<file path="src/rtl/bcd_converter_if.sv">
// Bundles the converter's request/result signals between the binary source and the display-side converter.
interface bcd_converter_if #(
    parameter int IN_WIDTH = 14
);
    logic [IN_WIDTH-1:0] value;
    logic                start;
    logic                auto_en;
    logic                busy;
    logic                done;
    logic                overflow;
    logic [15:0]         bcd;

    modport master (
        output value, start, auto_en,
        input  busy, done, overflow, bcd
    );

    modport slave (
        input  value, start, auto_en,
        output busy, done, overflow, bcd
    );
endinterface

</file>
<file path="src/rtl/bcd_converter.sv">
// Serial double-dabble binary-to-BCD converter feeding the 4-digit display, saturating at 9999.
// state   | meaning
// IDLE    | waiting for start, a queued refresh, or a refresh tick
// CONVERT | add-3 then shift, one input bit per cycle
// FINISH  | publish digits and overflow, pulse done
module bcd_converter #(
    parameter int IN_WIDTH    = 14,
    parameter int REFRESH_DIV = 50000
) (
    input logic            clock,
    input logic            reset_n,
    bcd_converter_if.slave bus
);
    localparam int SR_W  = 16 + IN_WIDTH;
    localparam int CNT_W = $clog2(IN_WIDTH + 1);
    localparam logic [CNT_W-1:0]    LAST_BIT  = CNT_W'(IN_WIDTH - 1);
    localparam logic [15:0]         LAST_TICK = 16'(REFRESH_DIV - 1);
    localparam logic [IN_WIDTH-1:0] SAT_VAL   = IN_WIDTH'(9999);

    typedef enum logic [1:0] {IDLE, CONVERT, FINISH} state_t;

    state_t          state;
    logic [SR_W-1:0] sr;
    logic [SR_W-1:0] sr_adj;
    logic [CNT_W-1:0] bit_cnt;
    logic [15:0]     refresh_cnt;
    logic            pending;
    logic            ovf_cap;
    logic            tick;
    logic            trig;
    logic            over_max;
    logic            busy_r;
    logic            done_r;
    logic            overflow_r;
    logic [15:0]     bcd_r;

    assign tick     = bus.auto_en && (refresh_cnt == LAST_TICK);
    assign trig     = bus.start | pending | tick;
    assign over_max = 32'(bus.value) > 32'd9999;

    // All four digit fields are corrected in parallel before each shift.
    always_comb begin
        sr_adj = sr;
        for (int i = 0; i < 4; i++) begin
            if (sr[IN_WIDTH + 4*i +: 4] >= 4'd5) begin
                sr_adj[IN_WIDTH + 4*i +: 4] = sr[IN_WIDTH + 4*i +: 4] + 4'd3;
            end
        end
    end

    always_ff @(posedge clock) begin
        if (!reset_n) begin
            state       <= IDLE;
            sr          <= '0;
            bit_cnt     <= '0;
            refresh_cnt <= '0;
            pending     <= 1'b0;
            ovf_cap     <= 1'b0;
            busy_r      <= 1'b0;
            done_r      <= 1'b0;
            overflow_r  <= 1'b0;
            bcd_r       <= 16'h0000;
        end else begin
            done_r <= 1'b0;

            if (!bus.auto_en || tick) begin
                refresh_cnt <= '0;
            end else begin
                refresh_cnt <= refresh_cnt + 16'd1;
            end

            case (state)
                IDLE: begin
                    if (trig) begin
                        sr      <= {16'h0000, (over_max ? SAT_VAL : bus.value)};
                        ovf_cap <= over_max;
                        bit_cnt <= '0;
                        busy_r  <= 1'b1;
                        pending <= 1'b0;
                        state   <= CONVERT;
                    end
                end
                CONVERT: begin
                    sr      <= {sr_adj[SR_W-2:0], 1'b0};
                    bit_cnt <= bit_cnt + 1'b1;
                    if (tick) pending <= 1'b1;
                    if (bit_cnt == LAST_BIT) state <= FINISH;
                end
                FINISH: begin
                    bcd_r      <= sr[SR_W-1 -: 16];
                    overflow_r <= ovf_cap;
                    done_r     <= 1'b1;
                    busy_r     <= 1'b0;
                    if (tick) pending <= 1'b1;
                    state      <= IDLE;
                end
                default: state <= IDLE;
            endcase

            // A refresh queued while busy is dropped once auto refresh is disabled.
            if (!bus.auto_en) pending <= 1'b0;
        end
    end

    assign bus.busy     = busy_r;
    assign bus.done     = done_r;
    assign bus.overflow = overflow_r;
    assign bus.bcd      = bcd_r;
endmodule

</file>
<file path="src/flat_wrapper.sv">
// flat-port wrapper written by rule: the top's interface ports become plain ports
module bcd_converter_flat 
#(
    parameter int IN_WIDTH    = 14,
    parameter int REFRESH_DIV = 50000
)
  (clock, reset_n, bus_value, bus_start, bus_auto_en, bus_busy, bus_done, bus_overflow, bus_bcd);
  bcd_converter_if #(.IN_WIDTH(IN_WIDTH)) bus_i ();
  input logic clock;
  input logic reset_n;
  input wire logic [$bits(bus_i.value)-1:0] bus_value;
  input wire logic [$bits(bus_i.start)-1:0] bus_start;
  input wire logic [$bits(bus_i.auto_en)-1:0] bus_auto_en;
  output wire logic [$bits(bus_i.busy)-1:0] bus_busy;
  output wire logic [$bits(bus_i.done)-1:0] bus_done;
  output wire logic [$bits(bus_i.overflow)-1:0] bus_overflow;
  output wire logic [$bits(bus_i.bcd)-1:0] bus_bcd;
  assign bus_i.value = bus_value;
  assign bus_i.start = bus_start;
  assign bus_i.auto_en = bus_auto_en;
  assign bus_busy = bus_i.busy;
  assign bus_done = bus_i.done;
  assign bus_overflow = bus_i.overflow;
  assign bus_bcd = bus_i.bcd;
  bcd_converter #(.IN_WIDTH(IN_WIDTH), .REFRESH_DIV(REFRESH_DIV)) u_core (.clock(clock), .reset_n(reset_n), .bus(bus_i));
endmodule
</file>
<file path="config.mk">
export PLATFORM = sky130hd
export DESIGN_NAME = bcd_converter_flat
export DESIGN_NICKNAME = d
export VERILOG_FILES = /design/src/rtl/bcd_converter_if.sv /design/src/rtl/bcd_converter.sv /design/src/flat_wrapper.sv
export SDC_FILE = /design/constraint.sdc
export NUM_CORES = 1
export LEC_CHECK = 0
export BUFFER_PORTS_ARGS = -buffer_cell sky130_fd_sc_hd__buf_2
export CORE_MARGIN = 3
export CORE_UTILIZATION = 45
export DETAILED_ROUTE_END_ITERATION = 12
export SYNTH_ARGS = -nofsm -noshare
export SYNTH_HDL_FRONTEND = slang
export SYNTH_SLANG_ARGS = --single-unit
</file>
<file path="constraint.sdc">
create_clock -name clock -period 2.1 [get_ports clock]
set_input_delay 0.315 -clock clock [delete_from_list [all_inputs] [get_ports clock]]
set_output_delay 0.315 -clock clock [all_outputs]
set_load 0.05 [all_outputs]
</file>
==> metrics.md <==
| Metric | Value |
|---|---|
| Internal power | 2.479 mW |
| Dpl cells | 498 |
| Clk root buf | clkbuf_8 |
| Starting DRT DRC Count | 74 |
| WS Path Type | reg2reg |
| Top-count cell post-synth | dfxtp_1 |
| Port Buffers | 36 |
| Final Util | 0.5560 |
| Nets | 445 |
| Sw Share | 0.2803 |
| Setup TNS Final | 0 ns |
| Worst Tran Pin Value | 0.4700 ns |
| CP Cell Sequence | ha_1 > and4_1 > nand4_2 > a31oi_4 > buf_4 > o221ai_1 > a21oi_1 |
| Routed WL per cell | 13.76 um |
| Maxcap violations | 0 |
| TritonCTS clock tree | yes |
| Clk network pwr share | 0.386 |
| Yosys top cell area share | 0.4347 |
| Comb power frac | 0.174 |
| Synth-to-Final Area Change | 16.08% |
| Switch Pwr | 965.5 uW |
| Largest net degree at the start of global routing | 21 |
| Final WS setup | 0.2289 ns |
| Post-route ant nets | 0 |
| Syn Nets | 406 |
| Async set-reset flop share out of synthesis | 0 |
| Clock buffer count from CTS | 9 |
| Finished Layout Cells | 514 |
| TritonRoute pass-1 iters | 4 |
| Maximum VDD drop | 497.0 uV |
| Leakage power total | 1.504 nW |
| Crit-path max FO | 20 |
| CTS hold repair buffers | 0 |
| Cell Rows | 30 |
| CP endpoint kind | flip-flop |
| CP required | 2.38 ns |
| Setup Buffers After CTS | 0 |
| Worst rel slew slack | 0.6866 |
| P per Cell Area | 882.7 nW/um^2 |
| Synth top area cells | dfxtp_1 43%, nor2_1 6.3%, mux2i_1 5.7%, ha_1 5.2%, a21oi_1 3.0% |
| Htree depth | 3 |
| Post-synth EDFFs | 0 |
| CP max stage delay | 0.39 ns |
| First-pass GRT wire length | 12450 um |
| FMAX | 0.5345 GHz |
| Post-cts resize count | 0 |
| Initial core utilization | 0.4790 |
| Final period util | 0.8910 |
| Setup crit start | u_core.refresh_cnt[0]$_SDFF_PP0_ |
| Vias in the first global route | 2640 |
| CP delay by family, top | compound AO/OA/AOI/OAI gates |
| Final hold vios | 0 |
| Yosys warning total | 0 |
| Die Height | 92.44 um |
| Unrepaired setup endpoints after global routing | false |
| Final wirelength | 7075 um |
| GPL Wtd Cong | 0.7847 |
| Worst path bufs/invs | 1 |
| # clock sinks | 73 |
| Yosys reg bits | 73 |
| Synth top cells by count | 73 x dfxtp_1, 56 x nor2_1, 26 x nand2_1, 20 x a21oi_1, 20 x nand3_1 |
| Startpoint types | flip-flop |
| Via count | 2694 |
| # DRC | 0 |
| DP Area | 3660 um^2 |
| Hold path startpoint | bus_auto_en |
| HP Class | in2reg |
| Die X | 92.44 um |
| Max Transition Viols Final | 0 |
| Worst-Skew Late Latency | 0.35 ns |
| Netlist Area Pre-Place | 3362 um^2 |
| Outcome | complete, no violations |
| Worst Skew | 0.01212 ns |
| R2R Path Start | u_core.refresh_cnt[0]$_SDFF_PP0_ |
| Max Root-Sink Buffers | 2 |
| Synth unique cells | 50 |
| Place WS | 0.2386 ns |
| Drt via density | 5.241 |
| Mean Syn Cell Area | 8.989 um^2 |
| Hpwl dp | 4977 um |
| Core Area | 7019 um^2 |
| Initial antenna violation count | 0 |
| Die Footprint | 8544 um^2 |
| Slowest-stage cell, CP | dfxtp_1 |
| Post-synthesis sequential area ratio | 0.4347 |
| Worst-path clk slew | 0.08 ns |
| R2R setup slack | 0.23 ns |
| Top Ports | 37 |
| Worst path arrival time | 2.15 ns |
| Area leader, netlist | dfxtp_1 |
| Flop pwr share | 0.439 |
| Fraction of layout cells with a size suffix above 1 | 0.1770 |
| Global route total overflow | 0 |
| Total track usage | 0.1810 |
| Top FF cell, synth | dfxtp_1 |
| Ant diodes | 0 |
| Clock period minus final worst setup slack | 1.871 ns |
| Post-route cell area | 3902 um^2 |
| Syn Inst Count | 374 |
| Final setup viols | 0 |
flip-flops by register name, summed over array words and instances (netlist names):
| register | count |
|---|---|
| u_core.bus.busy | 1 |
| u_core.pending | 1 |
| u_core.bus.overflow | 1 |
| u_core.state | 2 |
| u_core.bit_cnt | 4 |
| u_core.ovf_cap | 1 |
| u_core.bus.bcd | 16 |
| u_core.sr | 30 |
| u_core.bus.done | 1 |
| u_core.refresh_cnt | 16 |
metal layers:
layer	share of wire	wire length, um	vias to the layer above	global-route usage
met4	0.020	144	0	0.07673
met1	0.49	3486	1236	0.2432
met3	0.039	273	13	0.04468
li1	-	-	1402	-
met2	0.45	3171	43	0.2761
met5	0	0	-	0
tightest hold or removal path, stage by stage:
cell,delay [ns]
buf_2,0.10
nand2_1,0.06
a21oi_1,0.04
power by group through the flow:
stage / Sequential, mW / Clock (mW) / Combinational, mW
finish: 1.51 / 1.33 / 0.600
detailed placement: 1.54 / 0 / 0.604
global route: 1.52 / 1.43 / 0.668
global placement: 1.54 / 0 / 0.598
floorplan: 1.55 / 0 / 0.441
CTS: 1.51 / 1.37 / 0.605
placed cells by master, fill, tap and decap left out, types with 4 or more instances in the layout:
cell type  instances
clkbuf_8           9
a211oi_1           4
xor2_1             8
nand2b_1           6
a221oi_1           5
o221ai_1           5
buf_4             10
nand4_1            4
nand3_1           20
nor3_1             9
ha_1              14
o21ai_0           10
nor2_1            56
and3_1             5
inv_1             18
a21oi_1           20
o31ai_1            7
mux2i_1           19
nand2_1           26
dfxtp_1           73
buf_2             36
xnor2_1           11
layout make-up:
class | count | area [um^2]
fill | 694 | 3117
multi-input combinational | 264 | 1735
sequential | 73 | 1461
timing repair buffer | 47 | 275.3
clock buffer | 9 | 123.9
tap | 96 | 120.1
clock inverter | 7 | 118.9
inverter | 18 | 67.56
worst paths after layout:
path,endpoint,depth (start not counted)
setup reg to reg,u_core.sr[1]$_SDFFE_PN0P_,7
hold / removal,u_core.pending$_SDFFE_PN0P_,3
hold reg to reg,u_core.sr[9]$_SDFFE_PN0P_,2
setup / recovery,u_core.sr[1]$_SDFFE_PN0P_,7
cells by family (layout without fill, tap and decap cells):
kind of cell	after synthesis	after routing	synth area share
fa+ha+maj	14	14	0.05210
mux	19	19	0.05657
simple gates	141	141	0.2088
flops	73	73	0.4347
xor+xnor	19	19	0.04950
buf+inv	37	81	0.04912
compound gates	71	71	0.1492
per-stage QoR:
step,power (mW),hold slack [ns]
5_1_grt,3.621,0.2143
2_1_floorplan,1.993,0.4268
4_1_cts,3.485,0.1989
3_5_place_dp,2.149,0.4412
3_3_place_gp,2.142,0.4390
6_report,3.445,0.2151
(Power assumes the default switching activity.)
